--- src/rtl/icache_refill_ctrl.sv ---
// -----------------------------------------------------------------------------
// icache_refill_ctrl
//
// Lookup / refill controller that sits directly downstream of the I-cache tag
// array (21-bit entries {valid, tag[19:0]}, 128 sets indexed by addr[11:5],
// 32-byte lines).
//
// A fetch is accepted in IDLE, or in LOOKUP while the previous fetch hits, so
// consecutive hits stream at one fetch per cycle. On a miss the controller
// issues one AXI-style line read and writes every beat into the data RAM. It
// then writes the tag entry and returns the requested word, which it captured
// while the beats went past.
//
// Ports
//   clk, rst                  clock; asynchronous active-high reset
//   cpu_req / cpu_addr        fetch request and word-aligned byte address
//   cpu_addr_ok               request accepted this cycle
//   cpu_data_ok / cpu_rdata   instruction word valid this cycle
//   tag_raddr                 lookup address to the tag array (follows cpu_addr)
//   tag_waddr/tag_wen/tag_wdata  tag entry write port; tag_op is tied low
//   tag_hit / tag_valid       registered compare result for the last tag_raddr
//   tag_work                  tag array has finished its clear sweep
//   data_index                data RAM set index
//   data_wen / data_wdata     per-word write strobes and refill word
//   data_rdata                whole line, one cycle after data_index
//   ar_*                      read address channel (line aligned, BURST_LEN)
//   r_*                       read data channel
// -----------------------------------------------------------------------------
module icache_refill_ctrl #(
    parameter int LINE_WORDS = 8,
    parameter int BURST_LEN  = 7
) (
    input  logic                     clk,
    input  logic                     rst,
    // fetch interface
    input  logic                     cpu_req,
    input  logic [31:0]              cpu_addr,
    output logic                     cpu_addr_ok,
    output logic                     cpu_data_ok,
    output logic [31:0]              cpu_rdata,
    // tag array
    output logic [31:0]              tag_raddr,
    output logic [31:0]              tag_waddr,
    output logic [3:0]               tag_wen,
    output logic [20:0]              tag_wdata,
    output logic                     tag_op,
    input  logic                     tag_hit,
    input  logic                     tag_valid,
    input  logic                     tag_work,
    // data RAM
    output logic [6:0]               data_index,
    output logic [LINE_WORDS-1:0]    data_wen,
    output logic [31:0]              data_wdata,
    input  logic [LINE_WORDS*32-1:0] data_rdata,
    // line read channel
    output logic                     ar_valid,
    output logic [31:0]              ar_addr,
    output logic [7:0]               ar_len,
    input  logic                     ar_ready,
    input  logic                     r_valid,
    input  logic [31:0]              r_data,
    output logic                     r_ready
);

    localparam int CNT_W = $clog2(LINE_WORDS);
    localparam logic [CNT_W-1:0] LAST_BEAT = CNT_W'(LINE_WORDS - 1);

    typedef enum logic [2:0] {
        S_INIT,
        S_IDLE,
        S_LOOKUP,
        S_MISS_AR,
        S_REFILL,
        S_WRITE_TAG
    } state_e;

    state_e           state_q, state_d;
    logic [CNT_W-1:0] beat_cnt_q, beat_cnt_d;
    logic [31:0]      req_addr_q, req_addr_d;
    logic [31:0]      pend_word_q;

    logic             lookup_hit;
    logic [CNT_W-1:0] req_word;
    logic             accept;

    assign lookup_hit = tag_hit & tag_valid;
    assign req_word   = req_addr_q[CNT_W+1:2];

    // The tag array always looks up whatever the IF stage presents; the result
    // is only consumed in LOOKUP after an accept.
    assign tag_raddr  = cpu_addr;
    assign tag_op     = 1'b0;
    assign ar_len     = 8'(BURST_LEN);

    // During refill the data RAM is written at the missed line. Otherwise it is
    // read at the incoming address so the line is ready one cycle later.
    assign data_index = (state_q == S_REFILL) ? req_addr_q[11:5] : cpu_addr[11:5];

    always_ff @(posedge clk or posedge rst) begin
        if (rst) begin
            state_q    <= S_INIT;
            beat_cnt_q <= '0;
            req_addr_q <= '0;
        end else begin
            state_q    <= state_d;
            beat_cnt_q <= beat_cnt_d;
            req_addr_q <= req_addr_d;
        end
    end

    // NOTE: pure datapath register with no reset. It is written by the
    // requested beat before WRITE_TAG ever reads it, so a reset value would
    // only cost flops and add fan-out on rst.
    always_ff @(posedge clk) begin
        if (state_q == S_REFILL && r_valid && beat_cnt_q == req_word) begin
            pend_word_q <= r_data;
        end
    end

    // NOTE: every output and next-state signal gets a default first, with
    // blocking assignments, so no path through the case below can infer a latch.
    always_comb begin
        state_d     = state_q;
        beat_cnt_d  = beat_cnt_q;
        req_addr_d  = req_addr_q;
        accept      = 1'b0;
        cpu_addr_ok = 1'b0;
        cpu_data_ok = 1'b0;
        cpu_rdata   = '0;
        tag_waddr   = '0;
        tag_wen     = '0;
        tag_wdata   = '0;
        data_wen    = '0;
        data_wdata  = '0;
        ar_valid    = 1'b0;
        ar_addr     = '0;
        r_ready     = 1'b0;

        case (state_q)
            S_INIT: begin
                if (tag_work) begin
                    state_d = S_IDLE;
                end
            end

            S_IDLE: begin
                if (cpu_req) begin
                    accept  = 1'b1;
                    state_d = S_LOOKUP;
                end
            end

            S_LOOKUP: begin
                if (lookup_hit) begin
                    // data_rdata was read at this request's index in the accept cycle.
                    cpu_data_ok = 1'b1;
                    cpu_rdata   = data_rdata[{req_word, 5'b0} +: 32];
                    if (cpu_req) begin
                        accept  = 1'b1;
                        state_d = S_LOOKUP;
                    end else begin
                        state_d = S_IDLE;
                    end
                end else begin
                    state_d = S_MISS_AR;
                end
            end

            S_MISS_AR: begin
                ar_valid = 1'b1;
                ar_addr  = {req_addr_q[31:5], 5'b0};
                if (ar_ready) begin
                    beat_cnt_d = '0;
                    state_d    = S_REFILL;
                end
            end

            S_REFILL: begin
                r_ready = 1'b1;
                if (r_valid) begin
                    data_wen   = LINE_WORDS'(1) << beat_cnt_q;
                    data_wdata = r_data;
                    beat_cnt_d = beat_cnt_q + 1'b1;
                    // The beat count alone decides completion; the bus carries no last flag.
                    if (beat_cnt_q == LAST_BEAT) begin
                        state_d = S_WRITE_TAG;
                    end
                end
            end

            S_WRITE_TAG: begin
                // No accept here, so the next lookup already sees the new tag.
                tag_wen     = 4'hF;
                tag_waddr   = req_addr_q;
                tag_wdata   = {1'b1, req_addr_q[31:12]};
                cpu_data_ok = 1'b1;
                cpu_rdata   = pend_word_q;
                state_d     = S_IDLE;
            end

            default: begin
                state_d = S_INIT;
            end
        endcase

        if (accept) begin
            cpu_addr_ok = 1'b1;
            req_addr_d  = cpu_addr;
        end
    end

endmodule
--- config.mk ---
export PLATFORM = sky130hd
export DESIGN_NAME = icache_refill_ctrl
export DESIGN_NICKNAME = d
export VERILOG_FILES = /design/src/rtl/icache_refill_ctrl.sv
export SDC_FILE = /design/constraint.sdc
export NUM_CORES = 1
export LEC_CHECK = 0
export ABC_AREA = 0
export CORE_AREA = 2 2 213 215
export CTS_CLUSTER_SIZE = 30
export DETAILED_ROUTE_END_ITERATION = 10
export DIE_AREA = 0 0 215 217
export GPL_TIMING_DRIVEN = 0
export MAX_ROUTING_LAYER = met4
export PLACE_DENSITY = 0.51
export SLEW_MARGIN = 20
export SYNTH_ARGS = -nofsm -noshare
export SYNTH_HDL_FRONTEND = slang
export SYNTH_SLANG_ARGS = --single-unit
--- constraint.sdc ---
create_clock -name clk -period 10.1 [get_ports clk]
set_clock_uncertainty 0.05 [all_clocks]
set_input_delay 2.02 -clock clk [delete_from_list [all_inputs] [get_ports clk]]
set_output_delay 2.02 -clock clk [all_outputs]
set_load 0.02 [all_outputs]
# == Word level (Yosys, flattened, before mapping) ==
# Cells that the tools add are included.
# totals
out_inout_bits,213
ff_bits,70
in_bits,328
wordCells,56
# classes
muxes,30
n_eq_ne,12
addsub,1
shift,2
n_reduce_logical,6
n_bitwise,1
# ops
op,n
$shiftx 256x9->32,1
$mux 32,5
$pmux 32 s2,1
$mux 3,8
$mux 21,1
$pmux 3 s6,1
$mux 8,2
$eq 3x3->1 const B,3
$ne 2x2->1 const B,4
$shl 1x3->8 const A,1
$mux 7,1
$eq 3x2->1 const B,2
$mux 1,6
$pmux 3 s2,1
$reduce_and 5->1,1
$mux 4,1
$pmux 1 s2,2
$add 3x1->3 const B,1
$eq 3x1->1 const B,1
$eq 3x3->1,1
$logic_not 3->1,1
$reduce_and 3->1,1
$logic_and 1x1->1,2
$mux 2,1
other kinds (3),3

# == Logic depth before layout (Yosys ltp) ==
# Gate-level depths: netlist (run 1).
# logic_depth
ltp_word,4
mapped_depth,6
mapped_depth_nobuf,5

# == Least setup slack after synthesis (run 1) ==
# OpenSTA, ideal clock, no wires.
# synth_path
path_type,input port to flip-flop
from,input r_valid
to,"register pend_word_q[0], enable pin"
path_buffers,0
arrival_time_ns,5.280
required_time_ns,9.548
setup_time_ns,0.502
path_slack_ns,4.269
stages,2
cell_sequence,nand2_1 nor4_1
# synth_between
elab_chain_len,2
# synth_lines
item,line,source
"start, declared",60,"input logic r_valid,"
$logic_and 1x1->1 (2 in series),115,if (state_q == S_REFILL && r_valid && beat_cnt_q == req_word) begin
"end signal, assigned",116,pend_word_q <= r_data;
"end, declared",80,logic [31:0] pend_word_q;
# No other way between the ends.
# A chain may end at the register's enable or synchronous reset.

# == Worst setup path in the final report (run 1) ==
# layout_path
from,input r_valid
to,output data_wdata[22]
# layout_between
elab_chain_len,2
# layout_lines
item,line,source
$mux 32,180,if (r_valid) begin
$mux 32,139,case (state_q)
"end, declared",53,"output logic [31:0] data_wdata,"
# No other way between the ends.

==> results of run 1 <==
cell usage after synthesis, types with 2 or more instances:
library cell,number,area share [%]
clkbuf_1,12,0.69
buf_4,78,9.0
and3_1,7,0.67
nor4_1,2,0.19
buf_6,5,0.87
ha_1,6,1.2
o31ai_1,7,0.81
inv_1,5,0.29
mux2_1,58,10
a211oi_1,2,0.23
and2_1,93,9.0
nand2b_1,5,0.48
nand2_1,36,2.1
nor2_1,10,0.58
mux4_2,32,11
conb_1,2,0.12
a21oi_1,2,0.15
buf_2,21,1.6
edfxtp_1,32,15
mux2_2,44,7.6
o22ai_1,31,3.0
o31ai_2,24,4.6
nor2b_1,25,2.4
and3b_1,2,0.27
xor2_1,3,0.40
dfrtp_1,38,15
logic make-up (layout without fill, tap and decap cells):
group	Yosys count	count (layout)	synth area share, %
other cells	2	17	0.116
fa+ha+maj	6	6	1.16
buf+inv	123	672	12.8
xor+xnor	3	3	0.405
mux	134	134	28.8
compound gates	76	76	10.3
simple gates	186	186	16.9
flops	70	70	29.5
path summary, 6_finish.rpt:
path	from	end	slack (ns)	cells past startpoint
max	r_valid	data_wdata[22]	3.54	5
min	req_addr_q[0]$_DFFE_PP0P_	req_addr_q[0]$_DFFE_PP0P_	0.43	1
max reg2reg	req_addr_q[4]$_DFFE_PP0P_	pend_word_q[22]$_DFFE_PP_	7.14	7
min reg2reg	req_addr_q[0]$_DFFE_PP0P_	req_addr_q[0]$_DFFE_PP0P_	0.43	1
max in group asynchronous	rst	state_q[0]$_DFFE_PP0P_	7.53	3
min in group asynchronous	rst	req_addr_q[14]$_DFFE_PP0P_	1.97	2
registers in the layout, summed over array words and instances, names as in the netlist:
| signal | count |
|---|---|
| pend_word_q | 32 |
| req_addr_q | 32 |
| beat_cnt_q | 3 |
| state_q | 3 |
worst reg2reg max path, delay by kind of cell, from the launching register on:
family / cells / cell delay, ns
xor gates and xnor gates: 1 / 0.18
buffers and inverters: 5 / 1.67
DFF: 1 / 0.36
and+or+nand+nor: 1 / 0.39
stage by stage:
| step | cell area (sq um) | hold slack, ns | utilization, % |
|---|---|---|---|
| after floorplan | 6540 | 0.399 | - |
| after detailed placement | 12600 | 0.416 | 28.2 |
| after global routing | 12900 | 0.476 | 28.9 |
| after global placement | 12600 | 0.409 | 28.1 |
| after CTS | 12900 | 0.431 | 28.9 |
| final | 12900 | 0.428 | 28.9 |
cell type report:
class | count | share of cell area (%)
sequential | 70 | 14.8
antenna | 3 | 0.0582
clock inverter | 3 | 0.126
buffer | 118 | 6.30
inverter | 5 | 0.145
clock buffer | 13 | 2.09
multi-input combinational | 419 | 29.4
timing repair buffer | 533 | 41.2
tap | 600 | 5.82
routing by layer:
metal	global-route usage, %	vias to the layer above	part of all wire, %
li1	-	3210	-
met1	19.1	3284	40
met2	30.3	375	51
met3	4.51	24	7.3
met4	3.75	0	1.2
met5	-	-	0
power by group through the flow:
stage          clock network, mW  logic, mW  registers (mW)
6_report                   0.327       1.63           0.437
5_1_grt                    0.356       1.74           0.451
4_1_cts                    0.347       1.67           0.437
3_5_place_dp                   0       1.67           0.441
3_3_place_gp                   0       1.66           0.438
2_1_floorplan                  0      0.957           0.417
==> run summary, run 1 <==
Cell Int Power = 1.34 mW
io pins = 541
mean area per synthesized cell = 10.8 sq um
status = completed
routed vias = 6893
Worst-Skew Late Latency = 0.36 ns
Lkg Pwr = 4.87 nW
initial antenna violation count = 4
nets = 1490
maximum vdd drop = 0.0884 mV
DR pass1 iterations = 4
CP Cell Sequence = clkdlybuf4s50_1, and4bb_2, clkbuf_1, and2_1, clkdlybuf4s50_1
Required @ worst endpoint = 8.03 ns
number of global-route vias before repair = 7641
H-tree depth reported by CTS = 3
Clk network pwr share = 13.7%
GRT Total Usage = 17.0%
Max Cap Viol = 0
Worst Setup End Kind = primary output
drt total wl = 39300 microns
worst hold path type = register to register
cell at the slowest stage of the critical path = clkbuf_1
Ys Warns = 0
Tot Pwr = 2.39 mW
initial core utilization = 14.5%
most frequent cell on the critical path = clkdlybuf4s50_1
critical path type = input pin to primary output
I/O Buffers = 526
CP delay by family, top = buffers and inverters
cell area after synthesis = 6490 sq um
max incr delay on CP = 0.75 ns
Post-synth ARST share = 54.3%
Flop pwr share = 18.3%
fin crit share = 64.9%
area of the multi-input gates = 3800 sq um
Sinks on Clock Net = 70
Unique masters post-synth = 44
CP Buf/Inv Count = 3
register area = 1910 sq um
largest net degree at the start of global routing = 22
Filler cells = 4763
hold_buf cts = 0
grt total ovfl = 0
ys flop type = dfrtp_1
pre-CTS setup slack = 3.49 ns
Num CTS Buffers = 9
Post-synth EDFFs = 32
Antenna Nets Post-Route = 0
Finished Layout Cells = 1764
number of setup buffers added after CTS = 0
clk root buf = clkbuf_16
GPL Wtd Cong = 0.827
Worst Slack Setup Final = 3.54 ns
most common cell after layout, fill and taps aside = clkdlybuf4s50_1
RSZ-0062 raised after global routing = false
Switch Pwr = 1.05 mW
Wirelength per Cell = 22.3 microns
floorplan core area = 44700 sq um
CTS tree = done
via/cell ratio = 3.91
TNS Setup = 0 ns
Worst Path Max Fanout = 10
Final Setup Violations = 0
Detail Placement HPWL = 32200 microns
f_max = 152 MHz
die area = 46700 sq um
DRC = 0
Final Hold Viols = 0
dpl cells = 1745
clock-pin slew on the worst setup and hold paths = 0.06 ns
first-pass GRT wire length = 54900 microns
Logic pwr share = 68.0%
# rows = 78
Die Y = 217 microns
minimum clock period = 6.56 ns
Clock Path Buffers = 2
P&R area growth vs syn = 98.9%
Post-Syn Instances = 600
commonest cells after routing, fill and taps aside = clkdlybuf4s50_1 (526), and2_1 (93), buf_4 (80)
Net Sw Frac = 43.8%
Worst-Margin Slew = 1.01 ns
WP data arrival = 4.49 ns
DIE WIDTH = 215 microns
Slew HR = 32.4%
#FFs+latches synth = 70
Pins Over Slew Limit = 0
crit start category = input pin
PD cells = 185 nW/um^2
register area share after synthesis = 29.5%
share of layout cells above drive strength 1 = 20.5%
CTS resizes = 0
Iteration-0 DRC Markers = 240
No activity file was read; power rests on OpenSTA's default activity.
==> inputs of run 2 (changes only) <==
- PLACE_DENSITY: 0.51 -> 0.52
- clock period: 10.1 -> 5.5 ns (I/O delays scaled with it)
==> run 2 against run 1 <==
  * Setup slack got worse by 2.7 ns
  * Clock power increased by 74%
  * Global-route usage is 0.094 points lower
  * Utilization fell by 0.056 points
  * First-iteration DRC count increased by 1.3%
  * Cell count is essentially flat
  * Clock-buffer cell count down 1
  * Largest power group unchanged
  * Highest routed layer unchanged
==> run summary, run 2 (synthesis results as in run 1) <==
Reg2Reg Setup Slack = 2.52 ns (-4.62 ns)
Final Hold Viols = 0 (unchanged)
number of global-route vias before repair = 7524 (-1.5%)
WP data arrival = 3.48 ns (-1.01 ns)
Worst Path Max Fanout = 10 (unchanged)
minimum clock period = 4.63 ns
fin crit share = 84.2%
DRC = 0 (unchanged)
Pins Over Slew Limit = 0 (unchanged)
grt total ovfl = 0 (unchanged)
Wirelength per Cell = 22.3 microns (+0.11%)
initial antenna violation count = 7 (+3)
clock-pin slew on the worst setup and hold paths = 0.06 ns (about the same)
drt total wl = 39300 microns (+0.16%)
Worst Hold End = req_addr_q[0]$_DFFE_PP0P_
CTS resizes = 0 (unchanged)
GPL Wtd Cong = 0.850 (+2.8%)
DIE WIDTH = 215 microns (unchanged)
Worst Hold Depth = 1 (unchanged)
largest net degree at the start of global routing = 26 (+18%)
Finished Core Util = 28.8% (-0.056 points)
Clock Path Buffers = 2 (unchanged)
Hold Slack = 0.429 ns (+0.000865 ns)
Detail Placement HPWL = 32200 microns (about the same)
share of layout cells above drive strength 1 = 20.2% (-0.34 points)
Worst-Skew Late Latency = 0.36 ns (about the same)
worst r2r src = req_addr_q[3]$_DFFE_PP0P_
Required @ worst endpoint = 4.35 ns (-3.68 ns)
pre-CTS setup slack = 0.674 ns (-2.81 ns)
floorplan core area = 44700 sq um (unchanged)
H-tree depth reported by CTS = 3 (unchanged)
Die Y = 217 microns (unchanged)
DR pass1 iterations = 4 (unchanged)
Worst Slack Setup Final = 0.867 ns (-2.67 ns)
die area = 46700 sq um (unchanged)
commonest cells after routing, fill and taps aside = clkdlybuf4s50_1 (526), and2_1 (93), buf_4 (80)
GRT Total Usage = 16.9% (-0.094 points)
Worst Setup End Kind = primary output
most common cell after layout, fill and taps aside = clkdlybuf4s50_1
Worst-Margin Slew = 0.962 ns (-0.0517 ns)
dpl cells = 1745 (unchanged)
# rows = 78 (unchanged)
Lkg Pwr = 4.84 nW (-0.60%)
nets = 1490 (unchanged)
CTS tree = done
worst hold path type = register to register
hold_buf cts = 0 (unchanged)
maximum vdd drop = 0.159 mV (+79%)
f_max = 216 MHz
PD cells = 338 nW/um^2 (+83%)
Sinks on Clock Net = 70 (unchanged)
routed vias = 6884 (-0.13%)
clk root buf = clkbuf_16
Finished Layout Cells = 1765 (+0.057%)
Antenna Nets Post-Route = 0 (unchanged)
RSZ-0062 raised after global routing = false
Num CTS Buffers = 9 (unchanged)
io pins = 541 (unchanged)
I/O Buffers = 526 (unchanged)
via/cell ratio = 3.90 (-0.19%)
crit start category = input pin
Final Setup Violations = 0 (unchanged)
Max Cap Viol = 0 (unchanged)
TNS Setup = 0 ns (unchanged)
P&R area growth vs syn = 98.5%
first-pass GRT wire length = 54200 microns (-1.2%)
status = completed
critical path type = input pin to primary output
hold path startpoint = req_addr_q[0]$_DFFE_PP0P_
Slew HR = 35.8% (+3.4 points)
largest registers = pend_word_q x32, req_addr_q x32
number of setup buffers added after CTS = 0 (unchanged)
Iteration-0 DRC Markers = 243 (+1.3%)
path depth of the worst reg2reg path = 7 (unchanged)
initial core utilization = 14.5% (unchanged)
RR Endpoint = pend_word_q[11]$_DFFE_PP_
## run 2: worst max-delay path by stage
| stage | startpoint | end | slack (ns) | depth (start not counted) |
|---|---|---|---|---|
| final | r_valid | data_wdata[29] | 0.87 | 5 |
| after global routing | r_valid | data_wdata[29] | 0.61 | 5 |
| after global placement | r_valid | pend_word_q[15]$_DFFE_PP_ | -2.88 | 3 |
| after detailed placement | r_valid | data_wdata[29] | 0.67 | 5 |
| after CTS | r_valid | data_wdata[29] | 0.67 | 5 |
| after floorplan | r_valid | pend_word_q[0]$_DFFE_PP_ | 0.59 | 2 |
## run 2: per-stage QoR
step | area [sq um] | power, mW
after global routing | 12900 | 4.65
after CTS | 12900 | 4.47
after floorplan | 6540 | 2.52
final | 12900 | 4.36
after detailed placement | 12600 | 3.86
after global placement | 12600 | 3.85
## run 2: where the power goes
group | switching [mW] | internal, mW
sequential | 0.113 | 0.692
combinational | 1.55 | 1.43
clock | 0.265 | 0.304
total | 1.93 | 2.43
## run 2: area by class of cell
cell class,count,area [sq um]
Clock buffer,12,236
Tap cell,600,751
Clock inverter,4,23.8
Timing Repair Buffer,533,5320
Multi-Input combinational cell,419,3800
Buffer,118,812
Sequential cell,70,1910
Antenna cell,4,10.0
Fill cell,4786,31800
Inverter,5,18.8
## run 2: layer usage
metal | track usage [%] | part of all wire, % | up-vias
li1 | - | - | 3199
met1 | 18.6 | 39 | 3295
met2 | 30.7 | 52 | 370
met3 | 4.28 | 7.6 | 20
met4 | 3.93 | 1.1 | 0
met5 | - | 0 | -
## run 2: critical path: stages
cell             delay, ns
clkdlybuf4s50_1       0.51
and4bb_2              0.32
clkbuf_1              0.60
and2_1                0.28
clkdlybuf4s50_1       0.67
==> inputs of run 3 (changes only) <==
- clock period: 5.5 -> 3.9 ns (I/O delays scaled with it)
==> run 3 against run 2 <==
  * Total power up 42%
  * Non-clock buffer count down 3
  * First-iteration DRC count up 33%
  * Die area unchanged
  * Global-route usage up 0.14 points
  * Clock-buffer cell count unchanged
  * Sequential cell count unchanged
  * Routed wire length up 1.5%
  * Worst hold slack better by 0.0050 ns
  * Clock power up 45%
  * Cell count down 0.11%
  * Critical path type unchanged
  * Largest cell class unchanged
==> run summary, run 3 (synthesis results as in run 1) <==
Final Setup Violations = 0 (unchanged)
WP data arrival = 2.96 ns (-0.52 ns)
clk root buf = clkbuf_16
DR pass1 iterations = 4 (unchanged)
P&R area growth vs syn = 99.7%
Num CTS Buffers = 9 (unchanged)
Iteration-0 DRC Markers = 323 (+33%)
die area = 46700 sq um (unchanged)
most frequent cell on the critical path = clkdlybuf4s50_1
Required @ worst endpoint = 3.07 ns (-1.28 ns)
nets = 1487 (-0.20%)
GPL Wtd Cong = 0.852 (+0.22%)
minimum clock period = 3.79 ns
placed inst area = 12600 sq um (+0.15%)
Final Hold Viols = 0 (unchanged)
initial antenna violation count = 5 (-2)
Clock Path Buffers = 2 (unchanged)
Tot Pwr = 6.20 mW (+42%)
DRC = 0 (unchanged)
CP Cell Sequence = clkdlybuf4s50_1, nand3b_1, nand3b_4, buf_4, o31ai_2, clkdlybuf4s50_1
Lkg Pwr = 5.23 nW (+8.0%)
most common cell after layout, fill and taps aside = clkdlybuf4s50_1
Pins Over Slew Limit = 0 (unchanged)
drt total wl = 39900 microns (+1.5%)
RSZ-0062 raised after global routing = false
Antenna Nets Post-Route = 0 (unchanged)
post-route cell area = 13000 sq um (+0.58%)
Die Y = 217 microns (unchanged)
CP delay by family, top = buffers and inverters
Detail Placement HPWL = 32800 microns (+1.9%)
max incr delay on CP = 0.64 ns (-0.03 ns)
Sinks on Clock Net = 70 (unchanged)
initial core utilization = 14.5% (unchanged)
crit start category = input pin
Finished Core Util = 29.0% (+0.17 points)
Worst Path Max Fanout = 10 (unchanged)
DIE WIDTH = 215 microns (unchanged)
worst r2r src = req_addr_q[3]$_DFFE_PP0P_
number of global-route vias before repair = 7494 (-0.40%)
routed vias = 6961 (+1.1%)
GRT Total Usage = 17.1% (+0.14 points)
floorplan core area = 44700 sq um (unchanged)
Worst-Margin Slew = 0.896 ns (-0.0667 ns)
hold path startpoint = req_addr_q[1]$_DFFE_PP0P_
critical path type = input pin to primary output
Worst-Skew Late Latency = 0.36 ns (about the same)
largest registers = pend_word_q x32, req_addr_q x32
first-pass GRT wire length = 54600 microns (+0.79%)
# rows = 78 (unchanged)
CTS tree = done
f_max = 264 MHz
grt total ovfl = 0 (unchanged)
Wirelength per Cell = 22.6 microns (+1.6%)
fin crit share = 97.1%
H-tree depth reported by CTS = 3 (unchanged)
number of setup buffers added after CTS = 0 (unchanged)
largest net degree at the start of global routing = 23 (-12%)
hold_buf cts = 0 (unchanged)
clock-pin slew on the worst setup and hold paths = 0.06 ns (about the same)
commonest cells after routing, fill and taps aside = clkdlybuf4s50_1 (498), and2_1 (93), buf_4 (83)
PD cells = 479 nW/um^2 (+42%)
status = completed
via/cell ratio = 3.95 (+1.2%)
io pins = 541 (unchanged)
Worst Setup End Kind = primary output
cell at the slowest stage of the critical path = clkdlybuf4s50_1
Crit. Startpoint = tag_hit
Slew HR = 40.3% (+4.4 points)
CP Buf/Inv Count = 3 (unchanged)
share of layout cells above drive strength 1 = 20.7% (+0.57 points)
worst hold path type = register to register
I/O Buffers = 526 (unchanged)
Max Cap Viol = 0 (unchanged)
maximum vdd drop = 0.237 mV (+49%)
## run 3: cell count changes in the layout (fill, tap and decap cells not counted), moves of 2 or more
cell and delta:
buf_4 +3, dlymetal6s2s_1 +17, buf_2 -8, clkinvlp_4 -2, dlygate4sd2_1 +11, clkbuf_2 +5
clkbuf_1 -7, buf_6 +2, clkinv_2 +2, clkdlybuf4s50_1 -28
## run 3: per-layer routing
metal / vias up / share of wire [%] / GRT usage (%)
met5: - / 0 / -
met3: 20 / 7.5 / 4.98
met4: 0 / 1.3 / 3.91
met2: 366 / 51 / 30.2
li1: 3197 / - / -
met1: 3378 / 40 / 18.9
## run 3: repair_timing
item,in CTS,in global routing
resized for setup,21,17
endpoints found under the setup margin,59,17
hold endpoints to repair,0,0
## run 3: layout make-up
class | count | area [sq um]
Antenna cell | 5 | 12.5
Buffer | 117 | 825
Clock buffer | 12 | 246
Clock inverter | 4 | 23.8
Fill cell | 4733 | 31700
Inverter | 5 | 18.8
Multi-Input combinational cell | 419 | 3810
Sequential cell | 70 | 1910
Tap cell | 600 | 751
Timing Repair Buffer | 531 | 5360
## run 3: final timing paths
check / endpoint / slack [ns] / cells past startpoint
worst max-delay path: cpu_rdata[12] / 0.11 / 6
worst min-delay path: req_addr_q[1]$_DFFE_PP0P_ / 0.43 / 1
worst max register to register: pend_word_q[4]$_DFFE_PP_ / 1.17 / 6
worst min register to register: req_addr_q[1]$_DFFE_PP0P_ / 0.43 / 1
max in group asynchronous: req_addr_q[18]$_DFFE_PP0P_ / 2.61 / 3
min in group asynchronous: req_addr_q[27]$_DFFE_PP0P_ / 0.69 / 2
## run 3: power by group
group	internal, mW	leakage, nW	total, mW	switching, mW
Combinational	2.02	4.35	4.25	2.23
Clock	0.447	0.136	0.827	0.380
Sequential	0.975	0.743	1.13	0.151
Total	3.44	5.23	6.20	2.76
## run 3: metrics by stage
step | instances | TNS (ns) | hold WS, ns | worst slack (ns)
6_report | 1763 | 0 | 0.434 | 0.112
2_1_floorplan | 612 | 0 | 0.399 | 0.440
5_1_grt | 1760 | 0 | 0.456 | 0.00134
4_1_cts | 1758 | 0 | 0.436 | 0.00205
3_3_place_gp | 1738 | -58.05 | 0.409 | -1.72
3_5_place_dp | 1743 | -3.99 | 0.427 | -0.204
